## src/rtl/stream_packer_pkg.sv

```systemverilog
// Shared definitions for the narrow-to-wide stream packer: FSM states,
// default geometry and the lane-counter width.
package stream_packer_pkg;

    typedef enum logic [1:0] {
        EMPTY,
        FILL,
        FULL
    } pack_state_t;

    localparam int DEF_DATA_WIDTH = 32;
    localparam int DEF_RATIO      = 4;
    localparam int LANE_W         = $clog2(DEF_RATIO);

    function automatic int lane_w(input int ratio);
        return $clog2(ratio);
    endfunction

endpackage

```

## src/rtl/stream_packer_if.sv

```systemverilog
// Narrow input stream plus wide packed output stream of the packer.
// master = producer/consumer side, slave = the packer itself.
interface stream_packer_if
    import stream_packer_pkg::*;
#(
    parameter int DATA_WIDTH = DEF_DATA_WIDTH,
    parameter int RATIO      = DEF_RATIO
);

    logic [DATA_WIDTH-1:0]       in_data;
    logic                        in_valid;
    logic                        in_last;
    logic                        in_ready;
    logic [DATA_WIDTH*RATIO-1:0] out_data;
    logic [RATIO-1:0]            out_keep;
    logic                        out_last;
    logic                        out_valid;
    logic                        out_ready;

    modport master (
        output in_data, in_valid, in_last, out_ready,
        input  in_ready, out_data, out_keep, out_last, out_valid
    );

    modport slave (
        input  in_data, in_valid, in_last, out_ready,
        output in_ready, out_data, out_keep, out_last, out_valid
    );

endinterface

```

## src/rtl/stream_packer.sv

```systemverilog
// Packs RATIO narrow beats (or fewer, closed early by in_last) into one wide word with keep mask.
// Latency: out_valid rises the cycle after the closing beat; one beat/cycle sustained, no bubble.
// Backpressure: in_ready = !out_valid || out_ready; a stalled word holds its outputs stable.
module stream_packer
    import stream_packer_pkg::*;
#(
    parameter int DATA_WIDTH = DEF_DATA_WIDTH,
    parameter int RATIO      = DEF_RATIO
) (
    input logic            clk,
    input logic            rst_n,
    stream_packer_if.slave bus
);

    localparam int WORD_W    = DATA_WIDTH * RATIO;
    localparam int LANE_BITS = lane_w(RATIO);
    localparam logic [LANE_BITS-1:0] LAST_LANE = LANE_BITS'(RATIO - 1);

    pack_state_t           state_q;
    pack_state_t           state_d;
    logic [LANE_BITS-1:0]  lane_cnt;
    logic [WORD_W-1:0]     data_q;
    logic [RATIO-1:0]      keep_q;
    logic                  last_q;
    logic                  beat_acc;
    logic                  word_acc;
    logic                  word_close;

    assign beat_acc   = bus.in_valid && bus.in_ready;
    assign word_acc   = bus.out_valid && bus.out_ready;
    assign word_close = beat_acc && (bus.in_last || (lane_cnt == LAST_LANE));

    always_ff @(posedge clk or negedge rst_n) begin
        if (!rst_n) begin
            state_q <= EMPTY;
        end else begin
            state_q <= state_d;
        end
    end

    always_comb begin
        state_d = state_q;
        case (state_q)
            EMPTY, FILL: begin
                if (beat_acc) begin
                    state_d = word_close ? FULL : FILL;
                end
            end
            FULL: begin
                // A beat accepted while draining starts the next word in lane 0.
                if (word_acc) begin
                    if (beat_acc) begin
                        state_d = word_close ? FULL : FILL;
                    end else begin
                        state_d = EMPTY;
                    end
                end
            end
            default: state_d = EMPTY;
        endcase
    end

    always_comb begin
        bus.out_valid = (state_q == FULL);
        bus.in_ready  = (state_q != FULL) || bus.out_ready;
        bus.out_data  = data_q;
        bus.out_keep  = keep_q;
        bus.out_last  = last_q;
    end

    // The output registers are the packing buffer; lane 0 clears the stale word.
    always_ff @(posedge clk or negedge rst_n) begin
        if (!rst_n) begin
            lane_cnt <= '0;
            data_q   <= '0;
            keep_q   <= '0;
            last_q   <= 1'b0;
        end else if (beat_acc) begin
            if (lane_cnt == '0) begin
                data_q <= {{(WORD_W - DATA_WIDTH){1'b0}}, bus.in_data};
                keep_q <= {{(RATIO - 1){1'b0}}, 1'b1};
            end else begin
                data_q[lane_cnt*DATA_WIDTH +: DATA_WIDTH] <= bus.in_data;
                keep_q[lane_cnt]                          <= 1'b1;
            end
            last_q   <= bus.in_last;
            lane_cnt <= word_close ? '0 : lane_cnt + 1'b1;
        end
    end

endmodule
```

## src/flat_wrapper.sv

```systemverilog
// flat-port wrapper written by rule: the top's interface ports become plain ports
module stream_packer_flat import stream_packer_pkg::*;
#(
    parameter int DATA_WIDTH = DEF_DATA_WIDTH,
    parameter int RATIO      = DEF_RATIO
)
  (clk, rst_n, bus_in_data, bus_in_valid, bus_in_last, bus_out_ready, bus_in_ready, bus_out_data, bus_out_keep, bus_out_last, bus_out_valid);
  stream_packer_if #(.DATA_WIDTH(DATA_WIDTH), .RATIO(RATIO)) bus_i ();
  input logic clk;
  input logic rst_n;
  input wire logic [$bits(bus_i.in_data)-1:0] bus_in_data;
  input wire logic [$bits(bus_i.in_valid)-1:0] bus_in_valid;
  input wire logic [$bits(bus_i.in_last)-1:0] bus_in_last;
  input wire logic [$bits(bus_i.out_ready)-1:0] bus_out_ready;
  output wire logic [$bits(bus_i.in_ready)-1:0] bus_in_ready;
  output wire logic [$bits(bus_i.out_data)-1:0] bus_out_data;
  output wire logic [$bits(bus_i.out_keep)-1:0] bus_out_keep;
  output wire logic [$bits(bus_i.out_last)-1:0] bus_out_last;
  output wire logic [$bits(bus_i.out_valid)-1:0] bus_out_valid;
  assign bus_i.in_data = bus_in_data;
  assign bus_i.in_valid = bus_in_valid;
  assign bus_i.in_last = bus_in_last;
  assign bus_i.out_ready = bus_out_ready;
  assign bus_in_ready = bus_i.in_ready;
  assign bus_out_data = bus_i.out_data;
  assign bus_out_keep = bus_i.out_keep;
  assign bus_out_last = bus_i.out_last;
  assign bus_out_valid = bus_i.out_valid;
  stream_packer #(.DATA_WIDTH(DATA_WIDTH), .RATIO(RATIO)) u_core (.clk(clk), .rst_n(rst_n), .bus(bus_i));
endmodule
```

## config.mk

```make
export PLATFORM = sky130hd
export DESIGN_NAME = stream_packer_flat
export DESIGN_NICKNAME = d
export VERILOG_FILES = /design/src/rtl/stream_packer_pkg.sv /design/src/rtl/stream_packer_if.sv /design/src/rtl/stream_packer.sv /design/src/flat_wrapper.sv
export SDC_FILE = /design/constraint.sdc
export NUM_CORES = 1
export LEC_CHECK = 0
export CAP_MARGIN = 20
export CORE_MARGIN = 3
export CORE_UTILIZATION = 40
export DETAILED_ROUTE_END_ITERATION = 10
export PLACE_DENSITY = 0.69
export REMOVE_ABC_BUFFERS = 1
export SYNTH_ARGS = -nofsm -noshare
export SYNTH_HDL_FRONTEND = slang
export SYNTH_SLANG_ARGS = --single-unit
```

## constraint.sdc

```tcl
create_clock -name clk -period 2.4 [get_ports clk]
set_input_delay 0.6 -clock clk [delete_from_list [all_inputs] [get_ports clk]]
set_output_delay 0.6 -clock clk [all_outputs]
set_load 0.02 [all_outputs]
```

# Word-level counts from Yosys, hierarchy flattened
# Cells that the tools add are included.
# Widths: inputs -> output; s select.
# totals
reg_bits	137
out_inout_bits	135
wordCells	39
# classes
n_addsub	2
n_lt_le_gt_ge	2
n_eq_ne	6
shift	2
n_mux	11
bitwise	1
reduce_logical	10
# ops
operator	n
$bwmux 128	1
$mux 128	1
$shift 32x34->128 const A	1
$shiftx 32x34->128	1
$neg 7->34	1
$mux 2	5
$eq 2x2->1 const B	2
$logic_and 1x1->1	4
$logic_not 2->1	2
$mux 4	1
$ne 2x2->1 const B	2
$or 4x4->4	1
$pmux 2 s2	1
$lt 2x3->1 const B	1
$add 2x1->2 const B	1
$demux 1 s2	1
$eq 2x1->1 const B	1
$ge 2x1->1 const B	1
$logic_or 1x1->1	2
$ne 2x1->1 const B	1
$reduce_and 2->1	1
$reduce_or 2->1	1
$mux 1	1

# Depth between registers and ports, before layout
# Gate-level depths: netlist (run 1).
# depth
word_depth	8
mapped_depth	8
ltp_nobuf	5

# Worst setup path after synthesis (run 1)
# No wires, ideal clock.
# synth_path
path_kind	register to register
from	reg u_core.lane_cnt[0]
to	reg u_core.data_q[34], in the netlist u_core.bus.out_data[34]
setup_time_ns	0.096
arrival_time_ns	1.829
required_ns	2.304
path_slack_ns	0.475
stages_incl_launch_ff	9
path_buffers	3
period_less_slack_ns	1.925
path_cell_list	dfrtp_1 -> inv_1 -> ha_1 -> buf_2 -> and4b_1 -> clkbuf_1 -> clkbuf_1 -> nand2_1 -> o31ai_1
# synth_via
elab_chain_cells	4
# synth_rtl
element	line	source
start, declared	stream_packer.sv:21	logic [LANE_BITS-1:0] lane_cnt;
start signal, assigned	stream_packer.sv:87	lane_cnt <= word_close ? '0 : lane_cnt + 1'b1;
$neg 7->34	stream_packer.sv:83	data_q[lane_cnt*DATA_WIDTH +: DATA_WIDTH] <= bus.in_data;
$shiftx 32x34->128 / $shift 32x34->128 (equally long branches)	stream_packer.sv:83	
$bwmux 128	stream_packer.sv:83	
$mux 128 (*)	stream_packer.sv:79	if (lane_cnt == '0) begin
end signal, assigned	stream_packer.sv:80	data_q <= {{(WORD_W - DATA_WIDTH){1'b0}}, bus.in_data};
end signal, assigned by index	stream_packer.sv:83	
end, declared	stream_packer.sv:22	logic [WORD_W-1:0] data_q;
# Mark *: on every way between the ends. The rest lies on a longest branch, timed or not.
# A chain may end at the register's enable or synchronous reset.

# Final worst setup path (run 1)
# layout_path
from	in bus_out_ready
to	out bus_in_ready
# layout_via
elab_chain_cells	1
# layout_rtl
element	line	source
start, declared	flat_wrapper.sv:14	input wire logic [$bits(bus_i.out_ready)-1:0] bus_out_ready;
$logic_or 1x1->1	stream_packer.sv:65	bus.in_ready = (state_q != FULL) || bus.out_ready;
end, declared	flat_wrapper.sv:15	output wire logic [$bits(bus_i.in_ready)-1:0] bus_in_ready;
# No other way between the ends.

==> results of run 1 <==
[kinds of logic (layout without fill, tap and decap cells)]
family / after synthesis / after routing
AOI/OAI and AO/OA: 201 / 201
and+or+nand+nor: 145 / 145
DFF: 137 / 137
buffers and inverters: 95 / 262
muxes: 36 / 36
adders and majority gates: 6 / 6
[per-stage QoR]
stage	util (%)	power, uW	TNS, ps	instances
CTS	59.2	8380	0	971
finish	59.2	8310	0	971
global placement	54.7	5390	-66.3	939
global route	59.2	8690	0	971
floorplan	-	4090	-242730	560
detailed placement	54.7	5460	-895	939
[critical path: stages]
cell             delay [ps]
clkdlybuf4s50_1         460
nor3b_4                 220
inv_2                    50
dlygate4sd2_1           320
[flip-flops by register name, summed over array words and instances, names as in the netlist, named ones only]
| register | count |
|---|---|
| u_core.state_q | 2 |
| u_core.bus.out_data | 128 |
| u_core.bus.out_keep | 2 |
| u_core.bus.out_last | 1 |
| u_core.lane_cnt | 2 |
[layer usage]
layer	share of wire (%)	global-route usage, %	vias to the layer above	wire length (um)
li1	-	-	2459	-
met1	44	28.9	2612	7930
met2	48	35.7	198	8760
met3	6.7	6.18	26	1220
met4	1.5	6.48	0	274
met5	0	0	-	0
[cell usage in the layout, fill, tap and decap left out, drive strengths merged, types with 3 or more instances in the layout]
master         count
o21ai            102
nand2            129
ha                 6
dfrtp            137
buf               25
bufinv             5
o31ai             96
inv               36
clkbuf            20
clkinv             5
mux2i             33
clkdlybuf4s50    169
mux2               3
[worst max path at each step]
stage / slack [ps] / from / cells past startpoint / to
2_1_floorplan: -2440 / bus_out_ready / 4 / u_core.bus.out_last
3_3_place_gp: -70 / bus_out_ready / 4 / bus_in_ready
3_5_place_dp: -70 / bus_out_ready / 4 / bus_in_ready
4_1_cts: 130 / u_core.state_q[0] / 2 / bus_out_valid
5_1_grt: 90 / u_core.lane_cnt[1] / 7 / u_core.bus.out_data[87]
6_report: 150 / bus_out_ready / 4 / bus_in_ready
[layout make-up]
class                      instances  area [um2]  share of cell area (%)
sequential                       137        3430                    39.3
multi-input combinational        388        2340                    26.9
tap                              184         230                    2.64
clock buffer                      20         457                    5.23
inverter                          35         131                    1.51
timing repair buffer             195        1940                    22.3
clock inverter                    12         195                    2.24
[power by group through the flow]
stage	logic [uW]	registers [uW]	clock network (uW)
final	2560	2850	2900
after global routing	2760	2900	3040
after CTS	2580	2860	2940
after detailed placement	2570	2880	0
after global placement	2510	2880	0
after floorplan	822	3270	0
==> impl_metrics.toml, run 1 <==
[final_layout]
nets = 817
synthToLayoutAreaGrowth_pct = 42.3
fill_cells = 1237
diodes = 0
finalInstanceArea_mm2 = 0.00873
drive_gt1_share_pct = 8.39

[worst_setup_path]
cp-end-kind = "primary output"
r2r-end = "u_core.bus.out_data[87]"
r2r_start = "u_core.lane_cnt[1]"
cp.arrival_ps = 1650
startpoint_type = "primary input"
critPathKind = "primary input to primary output"
r2r_slack_ps = 280
cp_max_fo = 2
cp.required_ps = 1800
rr_worst_depth = 7

[timing]
post-route-worst-setup-slack_ps = 153
rsz0062_at_grt = "false"
finClkSkew_ps = 5.38
period_needed_ps = 2250
finalCritPeriodShare_pct = 93.6
setup_violations = 0
slew_viol_final = 0
finalHoldViolations = 0
max_freq_mhz = 445
slew_headroom_pct = 52.7
whs_ps = 120
worst_pin_slew_ps = 710

[floorplanning]
rows = 44
die-area_mm2 = 0.0169
core_area_mm2 = 0.0148
die_h_um = 130
die_w_um = 130
initial_core_util_pct = 41.6
io_pins = 172

[pwr]
p_int_uw = 5560
p_seq_share_pct = 34.3
leakagePower_uw = 0.00366
swShare_pct = 33.1
p_sw_uw = 2750
irDropWorstVdd_v = 0.000467
p_per_area_mw_per_mm2 = 952
pwr-share-clk_pct = 34.9
pwr-share-comb_pct = 30.8

[place]
place_congestion = 0.794
port_buffers = 171
place_ws_ps = -66.6
dp_hpwl_mm = 11.7
place_area_mm2 = 0.00808

[synthesis]
syn_area_mm2 = 0.00613
synth-compound-area-share_pct = 20.5
synthAdderAreaFrac_pct = 1.22
yosys.area_share.simple_pct = 9.94
synth_cells = 620
synth_top_area_share_pct = 55.9
synth-edff-count = 0
netlist_top_cells_count = "dfrtp_1, nand2_1, o21ai_0, o31ai_1, clkbuf_1"
yosysWarnings = 0
ys_seq_area_share_pct = 55.9
synth_area_leaders = "dfrtp_1, o31ai_1, o21ai_0"
synth_seq_cells = 137
synth_top_family_by_area = "compound AO/OA/AOI/OAI gates"
ys_types = 29
yosysTopAreaCell = "dfrtp_1"
synth.avg_cell_area_um2 = 9.89
async_flop_share_pct = 100
synth.area.mux_share_pct = 5.94
synthFlopType = "dfrtp_1"
synth_xor_area_share_pct = 0
post-synth-top-count-cell = "dfrtp_1"

[detailed_routing]
via_per_inst = 5.45
drt_iter0_markers = 376
detail-route-antenna-nets = 0
drt-wirelength-per-cell_um = 18.7
vias = 5295
drc = 0
wl_mm = 18.2
dr.pass1.iters = 5

[grt]
grt_antenna_before_repair = 0
grt_pass1_wl_mm = 28.8
grt_pass1_vias = 5347
grt_max_degree = 86
grt_usage_pct = 22.0
grt.overflow.total = 0

[clock_tree]
htreeDepth = 4
cts.sinks = 137
cts_tree = "yes"
path_clk_slew_ps = 60
clockRootBuffer = "clkbuf_16"
cts_setup_buffers = 0
hold_buffers = 0
cts_buffers = 17
clockBufferDepth = 2
clock_latency_ps = 420
cts_resized = 1

[outcome]
status = "finished clean"

[flow_run]
drv_cap = 0

[min_path]
hold_class = "primary input to asynchronous set/reset pin"
Power figures use the tool's default switching activity.
==> inputs of run 2 (changes only) <==
--- a/config.mk
+++ b/config.mk
@@ -5,6 +5,7 @@
 export SDC_FILE = /design/constraint.sdc
 export NUM_CORES = 1
 export LEC_CHECK = 0
+export ABC_AREA = 0
 export CAP_MARGIN = 20
 export CORE_MARGIN = 3
 export CORE_UTILIZATION = 40
==> constraint.sdc (replaced) <==
create_clock -name clk -period 2.8 [get_ports clk]
set_input_delay 0.7 -clock clk [delete_from_list [all_inputs] [get_ports clk]]
set_output_delay 0.7 -clock clk [all_outputs]
set_load 0.02 [all_outputs]
==> impl_metrics.toml, run 2 (synthesis results as in run 1) <==
[worst_setup_path]
r2r_slack_ps = 670
startpoint_type = "primary input"
cp_slowest_cell = "clkdlybuf4s50_1"
cp.required_ps = 2100
cpPeakStageDelay_ps = 530
cp_max_fo = 3
path_cells = "clkdlybuf4s50_1 -> nor3b_4 -> inv_2 -> clkdlybuf4s50_1"
cp.arrival_ps = 1980
cpMostUsedCell = "clkdlybuf4s50_1"
critPathKind = "primary input to primary output"
cp-end-kind = "primary output"

[detailed_routing]
drt_iter0_markers = 395
via_per_inst = 5.40
vias = 5247
drc = 0
detail-route-antenna-nets = 0
dr.pass1.iters = 5
wl_mm = 17.6
drt-wirelength-per-cell_um = 18.1

[final_layout]
synthToLayoutAreaGrowth_pct = 42.0
drive_gt1_share_pct = 8.51
final_cell_mix = "clkdlybuf4s50_1, dfrtp_1, nand2_1, o21ai_0, o31ai_1"
final_cells = 971
diodes = 0
finalInstanceArea_mm2 = 0.00870
largest_reg_flops = 128
final_common_cell = "clkdlybuf4s50_1"
nets = 817
utilization_pct = 59.0

[clock_tree]
clock_latency_ps = 420
htreeDepth = 4
cts_tree = "yes"
clockRootBuffer = "clkbuf_16"
cts_setup_buffers = 0
clockBufferDepth = 2
hold_buffers = 0
cts_buffers = 17
path_clk_slew_ps = 60
cts.sinks = 137
cts_resized = 0

[grt]
grt_antenna_before_repair = 0
grt_usage_pct = 21.3
grt_pass1_vias = 5225
grt_max_degree = 86
grt_pass1_wl_mm = 28.0
grt.overflow.total = 0

[floorplanning]
initial_core_util_pct = 41.6
die_h_um = 130
io_pins = 172
rows = 44
die-area_mm2 = 0.0169
core_area_mm2 = 0.0148
die_w_um = 130

[timing]
slew_headroom_pct = 51.1
worst_pin_slew_ps = 733
max_freq_mhz = 373
rsz0062_at_grt = "false"
finClkSkew_ps = 5.98
whs_ps = 238
tns_ps = 0
period_needed_ps = 2680
slew_viol_final = 0
finalHoldViolations = 0
setup_violations = 0
finalCritPeriodShare_pct = 95.8

[min_path]
hold_class = "primary input to asynchronous set/reset pin"

[flow_run]
drv_cap = 0

[place]
place_area_mm2 = 0.00808
placed_cells = 939
place_congestion = 0.757
port_buffers = 171
dp_hpwl_mm = 11.7

[pwr]
leakagePower_uw = 0.00365
irDropWorstVdd_v = 0.000453
p_per_area_mw_per_mm2 = 807

[outcome]
status = "finished clean"
run 2: changes by cell type in the layout (fill, tap and decap cells not counted):
cell             before  now
clkdlybuf4s50_1     169  170
clkinv_2              4    6
bufinv_16             5    4
clkbuf_1              1    0
dlygate4sd2_1         1    0
inv_6                 1    0
clkinv_4              1    2
run 2: worst max-delay path: cells and delay by family:
family / cells / cell delay, ps
buffers and inverters: 3 / 1050
AND/OR/NAND/NOR: 1 / 220
run 2: per-layer routing:
| layer | vias up | wire (um) | global-route usage (%) |
|---|---|---|---|
| li1 | 2461 | - | - |
| met1 | 2604 | 7790 | 27.4 |
| met2 | 158 | 8380 | 34.8 |
| met3 | 24 | 1150 | 6.59 |
| met4 | 0 | 247 | 6.54 |
| met5 | - | 0 | 0 |
run 2: metrics by stage:
step	setup WS [ps]	total power [uW]
6_report	117	7020
5_1_grt	62.9	7380
4_1_cts	108	7100
3_5_place_dp	118	4700
3_3_place_gp	125	4640
2_1_floorplan	-2140	3510
run 2: final timing paths:
check                                  startpoint                      end  depth (start not counted)
setup / recovery                    bus_out_ready             bus_in_ready                          4
hold reg to reg            u_core.bus.out_keep[0]   u_core.bus.out_keep[0]                          1
max in group asynchronous                   rst_n        u_core.state_q[1]                          2
setup reg to reg               u_core.lane_cnt[0]  u_core.bus.out_data[68]                          6
hold / removal                              rst_n  u_core.bus.out_data[92]                          1
min in group clk           u_core.bus.out_keep[0]   u_core.bus.out_keep[0]                          1
run 2: power by group:
group          total [uW]  leakage (uW)  internal (uW)  switching, uW
Sequential           2460       0.00186           2270            188
Clock                2380      0.000312           1530            847
Combinational        2190       0.00148            880           1310
Total                7020       0.00365           4680           2340
run 2: layout make-up:
cell class                 instances  area, um2
clock buffer                      19        453
tap                              184        230
sequential                       137       3430
timing repair buffer             195       1940
inverter                          35        131
fill                            1230       6050
multi-input combinational        388       2340
clock inverter                    13        175
==> inputs of run 3 (changes only) <==
--- a/config.mk
+++ b/config.mk
@@ -7,11 +7,13 @@
 export LEC_CHECK = 0
 export ABC_AREA = 0
 export CAP_MARGIN = 20
-export CORE_MARGIN = 3
+export CORE_MARGIN = 2
 export CORE_UTILIZATION = 40
 export DETAILED_ROUTE_END_ITERATION = 10
+export HOLD_SLACK_MARGIN = 0.02
 export PLACE_DENSITY = 0.69
 export REMOVE_ABC_BUFFERS = 1
+export SLEW_MARGIN = 10
 export SYNTH_ARGS = -nofsm -noshare
 export SYNTH_HDL_FRONTEND = slang
 export SYNTH_SLANG_ARGS = --single-unit
==> impl_metrics.toml, run 3 (synthesis results as in run 1) <==
[pwr]
p_seq_share_pct = 36.8
irDropWorstVdd_v = 0.000497
total_power_uw = 6650
swShare_pct = 33.5
leakagePower_uw = 0.00358
pwr-share-comb_pct = 32.1
p_sw_uw = 2230
p_int_uw = 4420
p_per_area_mw_per_mm2 = 774
pwr-share-clk_pct = 31.1

[timing]
finalHoldViolations = 0
rsz0062_at_grt = "false"
slew_headroom_pct = 51.3
finalCritPeriodShare_pct = 96.3
whs_ps = 256
max_freq_mhz = 371
setup_violations = 0
slew_viol_final = 0
worst_pin_slew_ps = 728
period_needed_ps = 2700
finClkSkew_ps = 7.38
tns_ps = 0

[final_layout]
finalInstanceArea_mm2 = 0.00859
final_common_cell = "clkdlybuf4s50_1"
seq_area_mm2 = 0.00343
largest_reg_flops = 128
diodes = 0
nets = 812
final_cell_mix = "clkdlybuf4s50_1, dfrtp_1, nand2_1, o21ai_0, o31ai_1"
synthToLayoutAreaGrowth_pct = 40.1
fill_cells = 1297
utilization_pct = 56.9
drive_gt1_share_pct = 6.95
multiInputGateArea_mm2 = 0.00234

[grt]
grt_use_met2_pct = 34.9
grt.overflow.total = 0
use_met3_pct = 6.22
grt_pass1_wl_mm = 27.8
grt_pass1_vias = 5199
grt_max_degree = 101
grt_antenna_before_repair = 0
grt.met1_usage_pct = 28.5
grt_usage_pct = 21.7
busiest_layer = "met2"

[worst_setup_path]
cp.arrival_ps = 2000
r2r_slack_ps = 570
startpoint_type = "primary input"
critPathKind = "primary input to primary output"
cp_max_fo = 3
cp.required_ps = 2100
cp-end-kind = "primary output"

[clock_tree]
cts_setup_buffers = 0
clock_latency_ps = 420
clockBufferDepth = 2
clockRootBuffer = "clkbuf_16"
path_clk_slew_ps = 60
cts_resized = 0
cts_tree = "yes"
cts_buffers = 17
hold_buffers = 0
cts.sinks = 137
htreeDepth = 4

[floorplanning]
io_pins = 172
core_area_mm2 = 0.0151
rows = 45
die-area_mm2 = 0.0163
initial_core_util_pct = 40.6
die_h_um = 128
die_w_um = 128

[place]
dp_hpwl_mm = 11.2
port_buffers = 171
place_area_mm2 = 0.00806
place_congestion = 0.748

[detailed_routing]
vias = 5189
drt-wirelength-per-cell_um = 17.7
wl_mm = 17.1
drc = 0
via_per_inst = 5.38
drt_iter0_markers = 448
dr.pass1.iters = 5
detail-route-antenna-nets = 0

[flow_run]
drv_cap = 0

[min_path]
hold_class = "primary input to asynchronous set/reset pin"

[outcome]
status = "finished clean"
-- run 3: cell type report --
cell class	count	area share, %
well taps	188	2.74
inverters	35	1.53
clock inverters	3	0.495
flip-flops and latches	137	39.9
clock buffers	24	5.72
multi-input cells	388	27.3
repair buffers	190	22.3
-- run 3: routing by layer --
layer  vias to the layer above  wire, um
met3                        22      1010
met5                         -         0
met4                         0       218
li1                       2438         -
met2                       169      8330
met1                      2560      7530
-- run 3: final timing paths --
| path | endpoint | start | cells past startpoint |
|---|---|---|---|
| hold reg to reg | u_core.bus.out_keep[0] | u_core.bus.out_keep[0] | 1 |
| setup reg to reg | u_core.bus.out_data[79] | u_core.lane_cnt[0] | 6 |
| min in group clk | u_core.bus.out_keep[0] | u_core.bus.out_keep[0] | 1 |
| max in group asynchronous | u_core.bus.out_data[92] | rst_n | 2 |
| hold / removal | u_core.bus.out_keep[3] | rst_n | 1 |
| setup / recovery | bus_in_ready | bus_out_ready | 4 |
-- run 3: through the flow --
step / instances / setup slack [ps]
detailed placement: 938 / 103
global route: 965 / 29.4
finish: 965 / 104
CTS: 965 / 92.0
global placement: 938 / 105
floorplan: 560 / -2140
-- run 3: power groups by stage --
stage	combinational [uW]	clock, uW	sequential, uW
after floorplan	704	0	2800
after global placement	2110	0	2470
after detailed placement	2150	0	2480
after CTS	2160	2110	2450
after global routing	2300	2190	2480
final	2140	2070	2450
-- run 3: worst max-delay path: stages --
cell and delay (ps):
clkdlybuf4s50_1 480, nor3b_4 220, inv_2 60, clkdlybuf4s50_1 540
